`src/rtl/div_unit_pkg.sv`:
```
// Shared defines for the iterative divider: FSM state encodings, handshake
// levels and the result width constant.
package div_unit_pkg;

  localparam logic [1:0] DivFree   = 2'b00;
  localparam logic [1:0] DivByZero = 2'b01;
  localparam logic [1:0] DivOn     = 2'b10;
  localparam logic [1:0] DivEnd    = 2'b11;

  localparam logic DivResultReady    = 1'b1;
  localparam logic DivResultNotReady = 1'b0;
  localparam logic DivStart          = 1'b1;
  localparam logic DivStop           = 1'b0;

  localparam int DivResultWidth = 64;

endpackage

```
`src/rtl/div_step.sv`:
```
// One restoring division step: shift the next dividend bit into the partial
// remainder, subtract the divisor when it fits, and emit the quotient bit.
// Output packing is {next partial remainder, quotient bit}.
module div_step #(
  parameter int WIDTH = 32
) (
  input  logic [WIDTH-1:0] rem,
  input  logic             bit_in,
  input  logic [WIDTH-1:0] divisor,
  output logic [WIDTH:0]   step
);

  logic [WIDTH:0]   shifted;
  logic [WIDTH-1:0] rem_sub;

  // The trial remainder can reach WIDTH+1 bits, but whenever the subtract is
  // taken the difference is below the divisor, so WIDTH bits hold it exactly.
  always_comb begin
    shifted = {rem, bit_in};
    rem_sub = shifted[WIDTH-1:0] - divisor;
    if (shifted >= {1'b0, divisor}) begin
      step = {rem_sub, 1'b1};
    end else begin
      step = {shifted[WIDTH-1:0], 1'b0};
    end
  end

endmodule

```
`src/rtl/div_unit.sv`:
```
// Iterative restoring divider (signed DIV / unsigned DIVU), one quotient bit
// per clock, 32 steps plus one fix-up edge.
// Optional feature: define DIV_ZERO_DETECT_EN to short-cut a zero divisor
// through the BYZERO state (result 0, ready one edge after acceptance).
// Without it a zero divisor runs the full 32 steps like any other operand.
//
// state      | meaning
// DivFree    | idle, outputs 0, waiting for start_i without annul_i
// DivByZero  | zero divisor detected (DIV_ZERO_DETECT_EN builds only)
// DivOn      | shift-subtract iterations, cnt counts completed steps
// DivEnd     | result valid, held until start_i drops
module div_unit
  import div_unit_pkg::*;
#(
  parameter int WIDTH = 32
) (
  input  logic               clk,
  input  logic               rst,
  input  logic               signed_div_i,
  input  logic [WIDTH-1:0]   opdata1_i,
  input  logic [WIDTH-1:0]   opdata2_i,
  input  logic               start_i,
  input  logic               annul_i,
  output logic [2*WIDTH-1:0] result_o,
  output logic               ready_o
);

  logic [1:0]       state;
  logic [5:0]       cnt;
  logic [WIDTH-1:0] dividend;
  logic [WIDTH-1:0] divisor;
  logic [WIDTH-1:0] rem;
  logic [WIDTH-1:0] quot;
  logic             neg_quot;
  logic             neg_rem;

  logic [WIDTH-1:0] op1_mag;
  logic [WIDTH-1:0] op2_mag;
  logic [WIDTH-1:0] quot_fix;
  logic [WIDTH-1:0] rem_fix;
  logic [WIDTH:0]   step;

  // Operand magnitudes at acceptance and sign fix-up of the finished result.
  // The most negative dividend maps onto itself, which is its correct
  // unsigned magnitude.
  always_comb begin
    op1_mag  = (signed_div_i && opdata1_i[WIDTH-1]) ? (~opdata1_i + 1'b1) : opdata1_i;
    op2_mag  = (signed_div_i && opdata2_i[WIDTH-1]) ? (~opdata2_i + 1'b1) : opdata2_i;
    quot_fix = neg_quot ? (~quot + 1'b1) : quot;
    rem_fix  = neg_rem  ? (~rem + 1'b1)  : rem;
  end

  div_step #(
    .WIDTH(WIDTH)
  ) u_step (
    .rem    (rem),
    .bit_in (dividend[WIDTH-1]),
    .divisor(divisor),
    .step   (step)
  );

  // Control FSM, iteration counter and datapath registers.
  always_ff @(posedge clk or negedge rst) begin
    if (!rst) begin
      state    <= DivFree;
      cnt      <= '0;
      dividend <= '0;
      divisor  <= '0;
      rem      <= '0;
      quot     <= '0;
      neg_quot <= 1'b0;
      neg_rem  <= 1'b0;
      result_o <= '0;
      ready_o  <= DivResultNotReady;
    end else begin
      case (state)
        DivFree: begin
          result_o <= '0;
          ready_o  <= DivResultNotReady;
          if (start_i == DivStart && !annul_i) begin
            dividend <= op1_mag;
            divisor  <= op2_mag;
            neg_quot <= signed_div_i & (opdata1_i[WIDTH-1] ^ opdata2_i[WIDTH-1]);
            neg_rem  <= signed_div_i & opdata1_i[WIDTH-1];
            rem      <= '0;
            quot     <= '0;
            cnt      <= '0;
`ifdef DIV_ZERO_DETECT_EN
            if (opdata2_i == '0) begin
              state <= DivByZero;
            end else begin
              state <= DivOn;
            end
`else
            state <= DivOn;
`endif
          end
        end
`ifdef DIV_ZERO_DETECT_EN
        DivByZero: begin
          if (annul_i) begin
            state    <= DivFree;
            result_o <= '0;
            ready_o  <= DivResultNotReady;
          end else begin
            state    <= DivEnd;
            result_o <= '0;
            ready_o  <= DivResultReady;
          end
        end
`endif
        DivOn: begin
          if (annul_i) begin
            state    <= DivFree;
            cnt      <= '0;
            result_o <= '0;
            ready_o  <= DivResultNotReady;
          end else if (cnt == 6'd32) begin
            state    <= DivEnd;
            cnt      <= '0;
            result_o <= {rem_fix, quot_fix};
            ready_o  <= DivResultReady;
          end else begin
            rem      <= step[WIDTH:1];
            quot     <= {quot[WIDTH-2:0], step[0]};
            dividend <= {dividend[WIDTH-2:0], 1'b0};
            cnt      <= cnt + 6'd1;
          end
        end
        DivEnd: begin
          if (start_i == DivStop) begin
            state    <= DivFree;
            result_o <= '0;
            ready_o  <= DivResultNotReady;
          end
        end
        default: begin
          state    <= DivFree;
          result_o <= '0;
          ready_o  <= DivResultNotReady;
        end
      endcase
    end
  end

endmodule

```
`config.mk`:
```
export PLATFORM = sky130hd
export DESIGN_NAME = div_unit
export DESIGN_NICKNAME = d
export VERILOG_FILES = /design/src/rtl/div_unit_pkg.sv /design/src/rtl/div_step.sv /design/src/rtl/div_unit.sv
export SDC_FILE = /design/constraint.sdc
export NUM_CORES = 1
export LEC_CHECK = 0
export ABC_CLOCK_PERIOD_IN_PS = 4100
export BUFFER_PORTS_ARGS = -buffer_cell sky130_fd_sc_hd__buf_2
export CORE_MARGIN = 1.5
export CORE_UTILIZATION = 45
export CTS_CLUSTER_SIZE = 10
export DETAILED_ROUTE_END_ITERATION = 10
export GPL_TIMING_DRIVEN = 0
export HOLD_SLACK_MARGIN = 0.12
export SYNTH_ARGS = -nofsm -noshare
export SYNTH_HDL_FRONTEND = slang
export SYNTH_HIERARCHICAL = 1
export SYNTH_SLANG_ARGS = --single-unit
export TNS_END_PERCENT = 5
```
`constraint.sdc`:
```
create_clock -name clk -period 4.1 [get_ports clk]
set_clock_uncertainty 0.15 [all_clocks]
set_input_delay 0.205 -clock clk [delete_from_list [all_inputs] [get_ports clk]]
set_output_delay 0.205 -clock clk [all_outputs]
set_load 0.005 [all_outputs]
```
==> results of run 1 <==
[state kept, by name (all words and copies together) (netlist names)]
register and flops:
result_o 64, ready_o 1, cnt 6, dividend 32, neg_quot 1, neg_rem 1
rem 32, divisor 32, state 2, quot 32
[cells by family after synthesis]
group           after synthesis  synth area share (%)
flops                       203                  38.4
simple gates                640                  22.9
mux                          25                  2.30
compound gates              417                  19.9
fa+ha+maj                    39                  3.74
buf+inv                     152                  4.64
xor+xnor                    123                  8.14
[worst min-delay path by stage]
stage                 start            to  slack, ns  cells past startpoint
3_5_place_dp            rst  result_o[39]       0.11                      1
4_1_cts                 rst  result_o[31]       0.15                      2
2_1_floorplan           rst        cnt[0]      -0.24                      0
6_report                rst  result_o[39]       0.12                      2
3_3_place_gp   dividend[20]  dividend[20]       0.31                      2
5_1_grt                 rst  result_o[31]       0.18                      2
[routing by layer]
metal | global-route usage (%) | wire, um | vias to the layer above
li1 | - | - | 6250
met1 | 38.6 | 18700 | 5917
met2 | 39.7 | 17100 | 379
met3 | 3.57 | 2470 | 34
met4 | 4.31 | 423 | 0
met5 | 0 | 0 | -
[final cells by class]
type                    instances  area share [%]
multi-input cells            1244            46.8
clock inverters                 3           0.186
clock buffers                  33            4.26
repair buffers                230            10.4
well taps                     384            2.98
plain buffers                  95            2.47
flip-flops and latches        203            31.5
inverters                      57            1.34
[through the flow]
stage | std cells | utilization [%] | hold slack [ns] | TNS (ns)
2_1_floorplan | 1599 | - | -0.241 | 0
3_3_place_gp | 2114 | 49.8 | 0.305 | -177.37
3_5_place_dp | 2115 | 49.9 | 0.112 | 0
4_1_cts | 2249 | 55.8 | 0.147 | 0
5_1_grt | 2249 | 55.8 | 0.180 | 0
6_report | 2249 | 55.8 | 0.125 | 0
[cells in the mapped netlist (16+ instances only)]
master / instances / area [sq um]
o21ai_0: 167 / 836
or3_1: 21 / 131
nand4_1: 23 / 144
nor4_1: 18 / 113
xor2_1: 88 / 771
a21oi_1: 60 / 300
xnor2_1: 35 / 307
clkbuf_1: 74 / 278
nor3_1: 33 / 165
nand2_1: 295 / 1110
o31ai_1: 38 / 285
o41ai_1: 33 / 289
ha_1: 38 / 475
a211oi_1: 16 / 120
nor2_1: 74 / 278
inv_1: 56 / 210
or4_1: 17 / 128
nand3_1: 98 / 490
dfrtp_1: 203 / 5080
[worst max-delay path, delay by kind of cell, from the launching register on]
family          cells  cell delay, ns
buf+inv             1            0.07
flops               1            0.44
simple gates        6            1.42
fa+ha+maj           2            0.61
compound gates      3            1.08
[where the power goes]
| group | total, uW | internal [uW] | switching [uW] | leakage [uW] |
|---|---|---|---|---|
| clock | 1990 | 1160 | 831 | 0.000353 |
| combinational | 4100 | 1600 | 2500 | 0.00445 |
| sequential | 2660 | 2270 | 390 | 0.00270 |
==> summary.txt, run 1 <==
Placement
  • DP Wirelength: 28.9 mm
  • Placement Cell Area: 14,400 sq um
  • Port Buffers: 131
  • Pre-CTS worst setup slack: 0.393 ns
  • GPL Wtd Cong: 0.930

CTS
  • Clock Latency Late Sink: 0.53 ns
  • Hold_buf cts: 98
  • Clock root buffer: clkbuf_16
  • H-tree Lvls: 1
  • Clk slew on worst S/H paths: 0.06 ns
  • Post-cts repair resize count: 0
  • Cts bufs inserted: 25
  • Clock sinks: 203
  • Setup bufs post-CTS: 0
  • Worst-case clock buffer depth: 3
  • CTS tree: done

Timing
  • RSZ-0062 raised after global routing: false
  • Final Hold Viols: 0
  • Least-Margin Pin Slew: 1.12 ns
  • Slew Viols, Final: 0
  • Max frequency: 260 MHz
  • Period utilisation layout: 94.0%
  • Final Worst Setup Slack: 0.246 ns
  • Tmin final: 3.85 ns
  • Slew headroom: 24.3%
  • Final setup vio count: 0

Setup path
  • Critical Path End Type: flip-flop
  • Critical path origin: dividend[31]
  • Worst Reg2Reg Path Length in Cells: 12
  • CP Data Required Time: 4.42 ns
  • Slowest stage delay, CP: 0.69 ns
  • Worst Path Max Fanout: 3
  • Crit path DAT: 4.17 ns
  • Flop2flop setup slack: 0.25 ns
  • Crit Path Class: flip-flop to flip-flop
  • Crit path top cell by count: nand2_1
  • Crit-path slowest cell: a2111oi_0
  • CP Capture Point: rem[30]
  • Critical-path cell list: inv_1, ha_1, fa_1, nor2b_1, o211ai_1, a2111oi_0, nor3_1, or4_1, and3b_1, o31ai_1, nand2_1, nand2_1
  • Startpoint types: flip-flop
  • R2r startpoint: dividend[31]
  • Critical R2R Capture: rem[30]

Pwr
  • Power per cell area: 543 nW/um^2
  • Maximum VDD drop: 327 uV
  • Pleak: 0.00750 uW
  • Design Power: 8750 uW

Cells and area
  • Commonest cells after routing, fill and taps aside: nand2_1 (295), dfrtp_1 (203), o21ai_0 (167), buf_2 (133)
  • Final instance area: 16,100 sq um
  • Area occupied by multi-input gates: 7540 sq um
  • Filler instances: 2,775
  • Area Growth Syn to Fin: 21.7%
  • Layout cell share with drive strength beyond 1: 10.7%
  • Register Area: 5080 sq um
  • Most common cell after layout, fill and taps aside: nand2_1
  • Ant diodes: 0
  • Fin nets: 1,964

Synthesis
  • Post-synth top flop: dfrtp_1
  • Synthesis Warnings: 6
  • Ys async rst share: 100%
  • Mapped Nets: 1,707
  • EDFF count, synth: 0
  • Syn_area_per_cell: 8.28 sq um
  • Seq/Total Area, Yosys: 38.4%
  • Post-Syn Area: 13,200 sq um
  • Synth Register Bits: 203
  • Post-synthesis cell count: 1,599
  • Synth unique cells: 68

GRT
  • Grt ovf: 0
  • Largest net degree at the start of global routing: 117
  • First-pass GRT wire length: 63.7 mm
  • Initial antenna violation count: 0
  • Number of global-route vias before repair: 12,000
  • GRT Total Usage: 25.7%

Detailed routing
  • Total wire length: 38.7 mm
  • Initial DRC count: 858
  • Drt pass-1 iters: 5
  • Vias per std cell: 5.59
  • DRC viols: 0
  • Routed length per placed instance: 17.2 um
  • Vias: 12,600
  • Final ANT Viol Nets: 0

Die
  • Core ar.: 28,900 sq um
  • Die area: 30,400 sq um
  • Chip width: 174 um
  • # IOs: 134
  • Initial core utilization: 45.9%
  • FP Rows: 62
  • Die Ht: 174 um

Worst hold path
  • Worst Hold Class: input port to async pin

Flow run
  • Max-cap violations: 0

Run status
  • Status: completed
No activity file was read; power rests on OpenSTA's default activity.
==> inputs of run 2 (changes only) <==
Settings changed: CORE_MARGIN 1.5 to 4, CORE_UTILIZATION 45 to 35.
==> run 2 against run 1 <==
Against the previous run:
- first-iteration DRC count increased by 27%
- power fell by 1.1%
- clock power shrank 4%
- sequential share of layout area shrank 0.18 points
- critical path depth stayed put
- cell count rose by 5.0%
- cell area up 0.56%
- count of clock-buffer cells in the layout decreased by 3
- worst setup slack improved by 0.11 ns
- largest power group unchanged
==> summary.txt, run 2 (same netlist as run 1, synthesis figures left out) <==
Setup path
  • Worst Path Max Fanout: 3 (unchanged)
  • Crit path DAT: 4.05 ns (-0.12 ns)
  • Critical R2R Capture: rem[30]
  • Startpoint types: flip-flop
  • CP Data Required Time: 4.40 ns (-0.02 ns)
  • Critical Path End Type: flip-flop
  • Worst Reg2Reg Path Length in Cells: 12 (unchanged)
  • R2r startpoint: dividend[31]
  • Crit Path Class: flip-flop to flip-flop
  • Flop2flop setup slack: 0.35 ns (+0.11 ns)

Timing
  • Tmin final: 3.75 ns (-0.106 ns)
  • Max frequency: 267 MHz (+2.8%)
  • Hold slack: 0.115 ns (-0.0103 ns)
  • Final setup vio count: 0 (unchanged)
  • Period utilisation layout: 91.4% (-2.6 points)
  • Slew Viols, Final: 0 (unchanged)
  • Slew headroom: 10.2% (-14 points)
  • RSZ-0062 raised after global routing: false
  • Final Hold Viols: 0 (unchanged)
  • Least-Margin Pin Slew: 1.33 ns (+0.208 ns)

Placement
  • GPL Wtd Cong: 0.940 (+1.0%)
  • DP Wirelength: 31.1 mm (+7.7%)
  • Port Buffers: 131 (unchanged)
  • Placement Cell Area: 14,600 sq um (+1.0%)

Die
  • Chip width: 202 um (+16%)
  • # IOs: 134 (unchanged)
  • Initial core utilization: 35.8% (-10 points)
  • Core ar.: 37,000 sq um (+28%)
  • FP Rows: 70 (+13%)
  • Die Ht: 202 um (+16%)
  • Die area: 41,000 sq um (+35%)

Flow run
  • Max-cap violations: 0 (unchanged)

Cells and area
  • Commonest cells after routing, fill and taps aside: nand2_1 (295), dfrtp_1 (203), o21ai_0 (167), buf_2 (133), nand3_1 (98)
  • Number of flip-flops in the largest register: 64 (unchanged)
  • Ant diodes: 0 (unchanged)
  • Area Growth Syn to Fin: 22.4%
  • Most common cell after layout, fill and taps aside: nand2_1
  • Most flop-heavy register: result_o
  • Layout cell share with drive strength beyond 1: 10.5% (-0.17 points)
  • Fin nets: 1,962 (-0.10%)
  • Final instance area: 16,200 sq um (+0.56%)

CTS
  • Worst-case clock buffer depth: 3 (unchanged)
  • H-tree Lvls: 1 (unchanged)
  • Clk slew on worst S/H paths: 0.06 ns (about the same)
  • Clock Latency Late Sink: 0.52 ns (about the same)
  • Cts bufs inserted: 24 (-4.0%)
  • Clock sinks: 203 (unchanged)
  • CTS tree: done
  • Clock root buffer: clkbuf_16

Worst hold path
  • Worst Hold Class: input port to async pin

Pwr
  • Design Power: 8660 uW (-1.1%)
  • Power per cell area: 535 nW/um^2 (-1.6%)
  • Pleak: 0.00747 uW (-0.42%)
  • Maximum VDD drop: 267 uV (-18%)

Detailed routing
  • Vias: 12,700 (+1.1%)
  • Total wire length: 40.9 mm (+5.6%)
  • Drt pass-1 iters: 6 (+1)
  • Vias per std cell: 5.39 (-3.7%)
  • Initial DRC count: 1,091 (+27%)
  • DRC viols: 0 (unchanged)
  • Final ANT Viol Nets: 0 (unchanged)
  • Routed length per placed instance: 17.3 um (+0.55%)

GRT
  • Grt ovf: 0 (unchanged)
  • GRT Total Usage: 19.5% (-6.2 points)
  • First-pass GRT wire length: 66.7 mm (+4.6%)
  • Number of global-route vias before repair: 12,300 (+2.8%)
  • Largest net degree at the start of global routing: 118 (+0.85%)
  • Initial antenna violation count: 1 (+1)

Run status
  • Status: completed
[run 2: changes by cell type in the layout (fill, tap and decap cells not counted), sizes merged]
cell	delta
inv	-1
dlygate4sd3	-1
clkinv	-2
clkbuf	-3
[run 2: what timing repair did]
action	in CTS	in global routing
endpoints found under the hold margin	158	0
gates resized for setup	0	1
hold buffers	97	0
setup buffers	0	0
endpoints found under the setup margin	0	1
[run 2: worst max path at each step]
| stage | from | endpoint | depth (start not counted) |
|---|---|---|---|
| floorplan | rem[11] | rem[10] | 14 |
| global placement | rst | result_o[16] | 1 |
| detailed placement | dividend[31] | rem[30] | 12 |
| CTS | dividend[31] | rem[30] | 12 |
| global route | dividend[31] | rem[30] | 12 |
| finish | dividend[31] | rem[30] | 12 |
[run 2: layout make-up]
type | instances | area, sq um
plain buffers | 95 | 398
fillers | 3743 | 20800
inverters | 57 | 216
well taps | 504 | 631
flip-flops and latches | 203 | 5080
multi-input cells | 1244 | 7540
clock buffers | 30 | 664
repair buffers | 229 | 1660
[run 2: critical path: stages, from the launching register on]
cell and delay, ns:
dfrtp_1 0.49, inv_1 0.08, ha_1 0.22, fa_1 0.41, nor2b_1 0.18, o211ai_1 0.16
a2111oi_1 0.63, nor3_1 0.19, or4_1 0.61, and3b_1 0.21, o31ai_1 0.22, nand2_1 0.07
nand2_1 0.06
[run 2: report_power, final]
part           internal, uW  switching, uW
Clock                  1110            800
Sequential             2270            389
Combinational          1610           2480
Total                  4990           3660
[run 2: layer usage]
metal	global-route usage [%]	wire length, um
met2	31.2	18300
met4	4.56	864
met1	28.1	19500
met5	0	0
met3	2.68	2300
[run 2: per-stage QoR]
step / utilization, % / setup TNS [ns] / std cells / worst slack [ns]
after floorplan: - / 0 / 1599 / 0.970
after global placement: 39.3 / -163.06 / 2234 / -0.822
after detailed placement: 39.4 / 0 / 2235 / 0.307
after CTS: 43.8 / 0 / 2362 / 0.267
after global routing: 43.8 / 0 / 2362 / 0.120
final: 43.8 / 0 / 2362 / 0.352
==> inputs of run 3 (changes only) <==
Settings changed: CORE_MARGIN 4 to 2, CORE_UTILIZATION 35 to 43.
==> run 3 against run 2 <==
Against the previous run:
- first-iteration DRC count is 27% lower
- global-route usage rose by 4.2 points
- clock power rose by 5%
- sequential cell count stayed put
- fmax shrank 4.3%
- die area decreased by 21%
- largest power group unchanged
- highest routed layer unchanged
- critical path depth unchanged
- sequential power is essentially flat
- cell area is 0.30% lower
- register-to-register slack got worse by 0.17 ns
==> summary.txt, run 3 (same netlist as run 1, synthesis figures left out) <==
Detailed routing
  • Vias: 12,600 (-0.74%)
  • Final ANT Viol Nets: 0 (unchanged)
  • Total wire length: 38.9 mm (-4.8%)
  • Drt pass-1 iters: 5 (-1)
  • DRC viols: 0 (unchanged)
  • Routed length per placed instance: 17.2 um (-0.72%)
  • Vias per std cell: 5.58 (+3.5%)
  • Initial DRC count: 796 (-27%)

Cells and area
  • Fin nets: 1,966 (+0.20%)
  • Ant diodes: 0 (unchanged)
  • Most common cell after layout, fill and taps aside: nand2_1
  • Final instance area: 16,100 sq um (-0.30%)
  • Number of flip-flops in the largest register: 64 (unchanged)
  • Final core utilization: 53.1% (+9.2 points)
  • Most flop-heavy register: result_o
  • Commonest cells after routing, fill and taps aside: nand2_1 (295), dfrtp_1 (203), o21ai_0 (167), buf_2 (133), dlygate4sd3_1 (100)
  • Non-filler cells, final: 2,265 (-4.1%)
  • Area Growth Syn to Fin: 22.0%
  • Layout cell share with drive strength beyond 1: 10.6% (+0.098 points)

GRT
  • Grt ovf: 0 (unchanged)
  • GRT Total Usage: 23.7% (+4.2 points)
  • Largest net degree at the start of global routing: 120 (+1.7%)
  • Number of global-route vias before repair: 12,200 (-1.2%)
  • First-pass GRT wire length: 63.8 mm (-4.4%)
  • Initial antenna violation count: 0 (-1)

CTS
  • Clk slew on worst S/H paths: 0.06 ns (about the same)
  • Clock root buffer: clkbuf_16
  • Clock sinks: 203 (unchanged)
  • Cts bufs inserted: 25 (+4.2%)
  • CTS tree: done
  • H-tree Lvls: 1 (unchanged)
  • Worst-case clock buffer depth: 3 (unchanged)
  • Clock Latency Late Sink: 0.54 ns (+0.02 ns)

Setup path
  • CP Data Required Time: 4.42 ns (+0.02 ns)
  • Crit-path slowest cell: a2111oi_0
  • Buf/Inv on CP: 1 (unchanged)
  • Critical-path cell list: inv_1, ha_1, fa_1, nor2b_1, o211ai_1, a2111oi_0, nor3_1, or4_1, and3b_1, o31ai_1, nand2_1, nand2_1
  • Crit Path Class: flip-flop to flip-flop
  • Crit path top cell by count: nand2_1
  • Critical Path End Type: flip-flop
  • Crit path DAT: 4.23 ns (+0.18 ns)
  • Startpoint types: flip-flop
  • Slowest stage delay, CP: 0.80 ns (+0.17 ns)
  • Crit path max-delay family: simple AND/OR/NAND/NOR gates
  • Worst Path Max Fanout: 3 (unchanged)

Die
  • Die area: 32,200 sq um (-21%)
  • Initial core utilization: 43.5% (+7.7 points)
  • # IOs: 134 (unchanged)
  • FP Rows: 64 (-8.6%)
  • Chip width: 179 um (-11%)
  • Die Ht: 179 um (-11%)
  • Core ar.: 30,400 sq um (-18%)

Timing
  • Tmin final: 3.92 ns (+0.168 ns)
  • Least-Margin Pin Slew: 1.15 ns (-0.174 ns)
  • RSZ-0062 raised after global routing: false
  • Slew Viols, Final: 0 (unchanged)
  • Final setup vio count: 0 (unchanged)
  • Hold slack: 0.132 ns (+0.0175 ns)
  • Period utilisation layout: 95.5% (+4.1 points)
  • Final Hold Viols: 0 (unchanged)
  • Max frequency: 255 MHz (-4.3%)
  • Slew headroom: 22.0% (+12 points)

Worst hold path
  • Worst Hold Class: input port to async pin

Placement
  • GPL Wtd Cong: 0.939 (about the same)
  • Placement Cell Area: 14,400 sq um (-0.93%)
  • DP Wirelength: 29.2 mm (-6.2%)
  • Port Buffers: 131 (unchanged)
  • Cell total after placement: 2,127 (-4.8%)

Run status
  • Status: completed

Pwr
  • Design Power: 8770 uW (+1.3%)
  • Reported net switching power: 3720 uW (+1.4%)
  • Pleak: 0.00751 uW (+0.57%)
  • Sequential fraction of design power: 30.4% (-0.4 points)
  • Sw Share: 42.4% (+0.074 points)
  • Clock Power Share: 22.9% (+0.8 points)
  • Internal power: 5050 uW (+1.1%)
  • Maximum VDD drop: 368 uV (+38%)
  • Power per cell area: 543 nW/um^2 (+1.6%)
  • Power share of the combinational group: 46.7% (-0.4 points)

Flow run
  • Max-cap violations: 0 (unchanged)
[run 3: repair_timing]
item	in CTS	in global routing
resized for setup	0	0
endpoints found under the hold margin	154	0
hold buffers	100	0
buffers inserted	0	0
[run 3: stage by stage]
stage	TNS [ns]	setup WS, ns
after floorplan	0	0.970
after global placement	-169.43	-0.866
after detailed placement	0	0.284
after CTS	0	0.246
after global routing	0	0.0520
final	0	0.184
[run 3: worst paths after layout]
kind	endpoint	slack, ns	startpoint	cells after the start
max	rem[30]	0.18	dividend[31]	12
min	result_o[39]	0.13	rst	2
max reg2reg	rem[30]	0.18	dividend[31]	12
min reg2reg	result_o[51]	0.32	result_o[51]	2
max in group asynchronous	dividend[16]	2.58	rst	3
min in group clk	result_o[51]	0.32	result_o[51]	2
[run 3: power by group through the flow]
stage | Clock, uW | Combinational (uW) | Sequential (uW)
2_1_floorplan | 0 | 2990 | 2520
3_3_place_gp | 0 | 3880 | 2680
3_5_place_dp | 0 | 3930 | 2690
4_1_cts | 2060 | 4050 | 2650
5_1_grt | 2140 | 4540 | 2710
6_report | 2000 | 4100 | 2670
[run 3: worst reg2reg max path, delay by kind of cell (launching register included)]
kind	cells	cell delay, ns
buffers and inverters	1	0.07
and+or+nand+nor	6	1.37
AOI/OAI and AO/OA	3	1.19
adders and majority gates	2	0.63
DFF	1	0.44
[run 3: area by class of cell]
type,instances,area [sq um]
clock inverter,2,25.0
inverter,57,216
buffer,95,398
clock buffer,36,697
tap,396,495
timing repair buffer,232,1690
multi-input combinational,1244,7540
sequential,203,5080
fill,2937,14300
[run 3: metal layers]
| layer | global-route usage [%] | share of wire [%] |
|---|---|---|
| met1 | 34.8 | 49 |
| met3 | 3.10 | 4.9 |
| met5 | 0 | 0 |
| met4 | 4.98 | 1.5 |
| met2 | 37.5 | 44 |
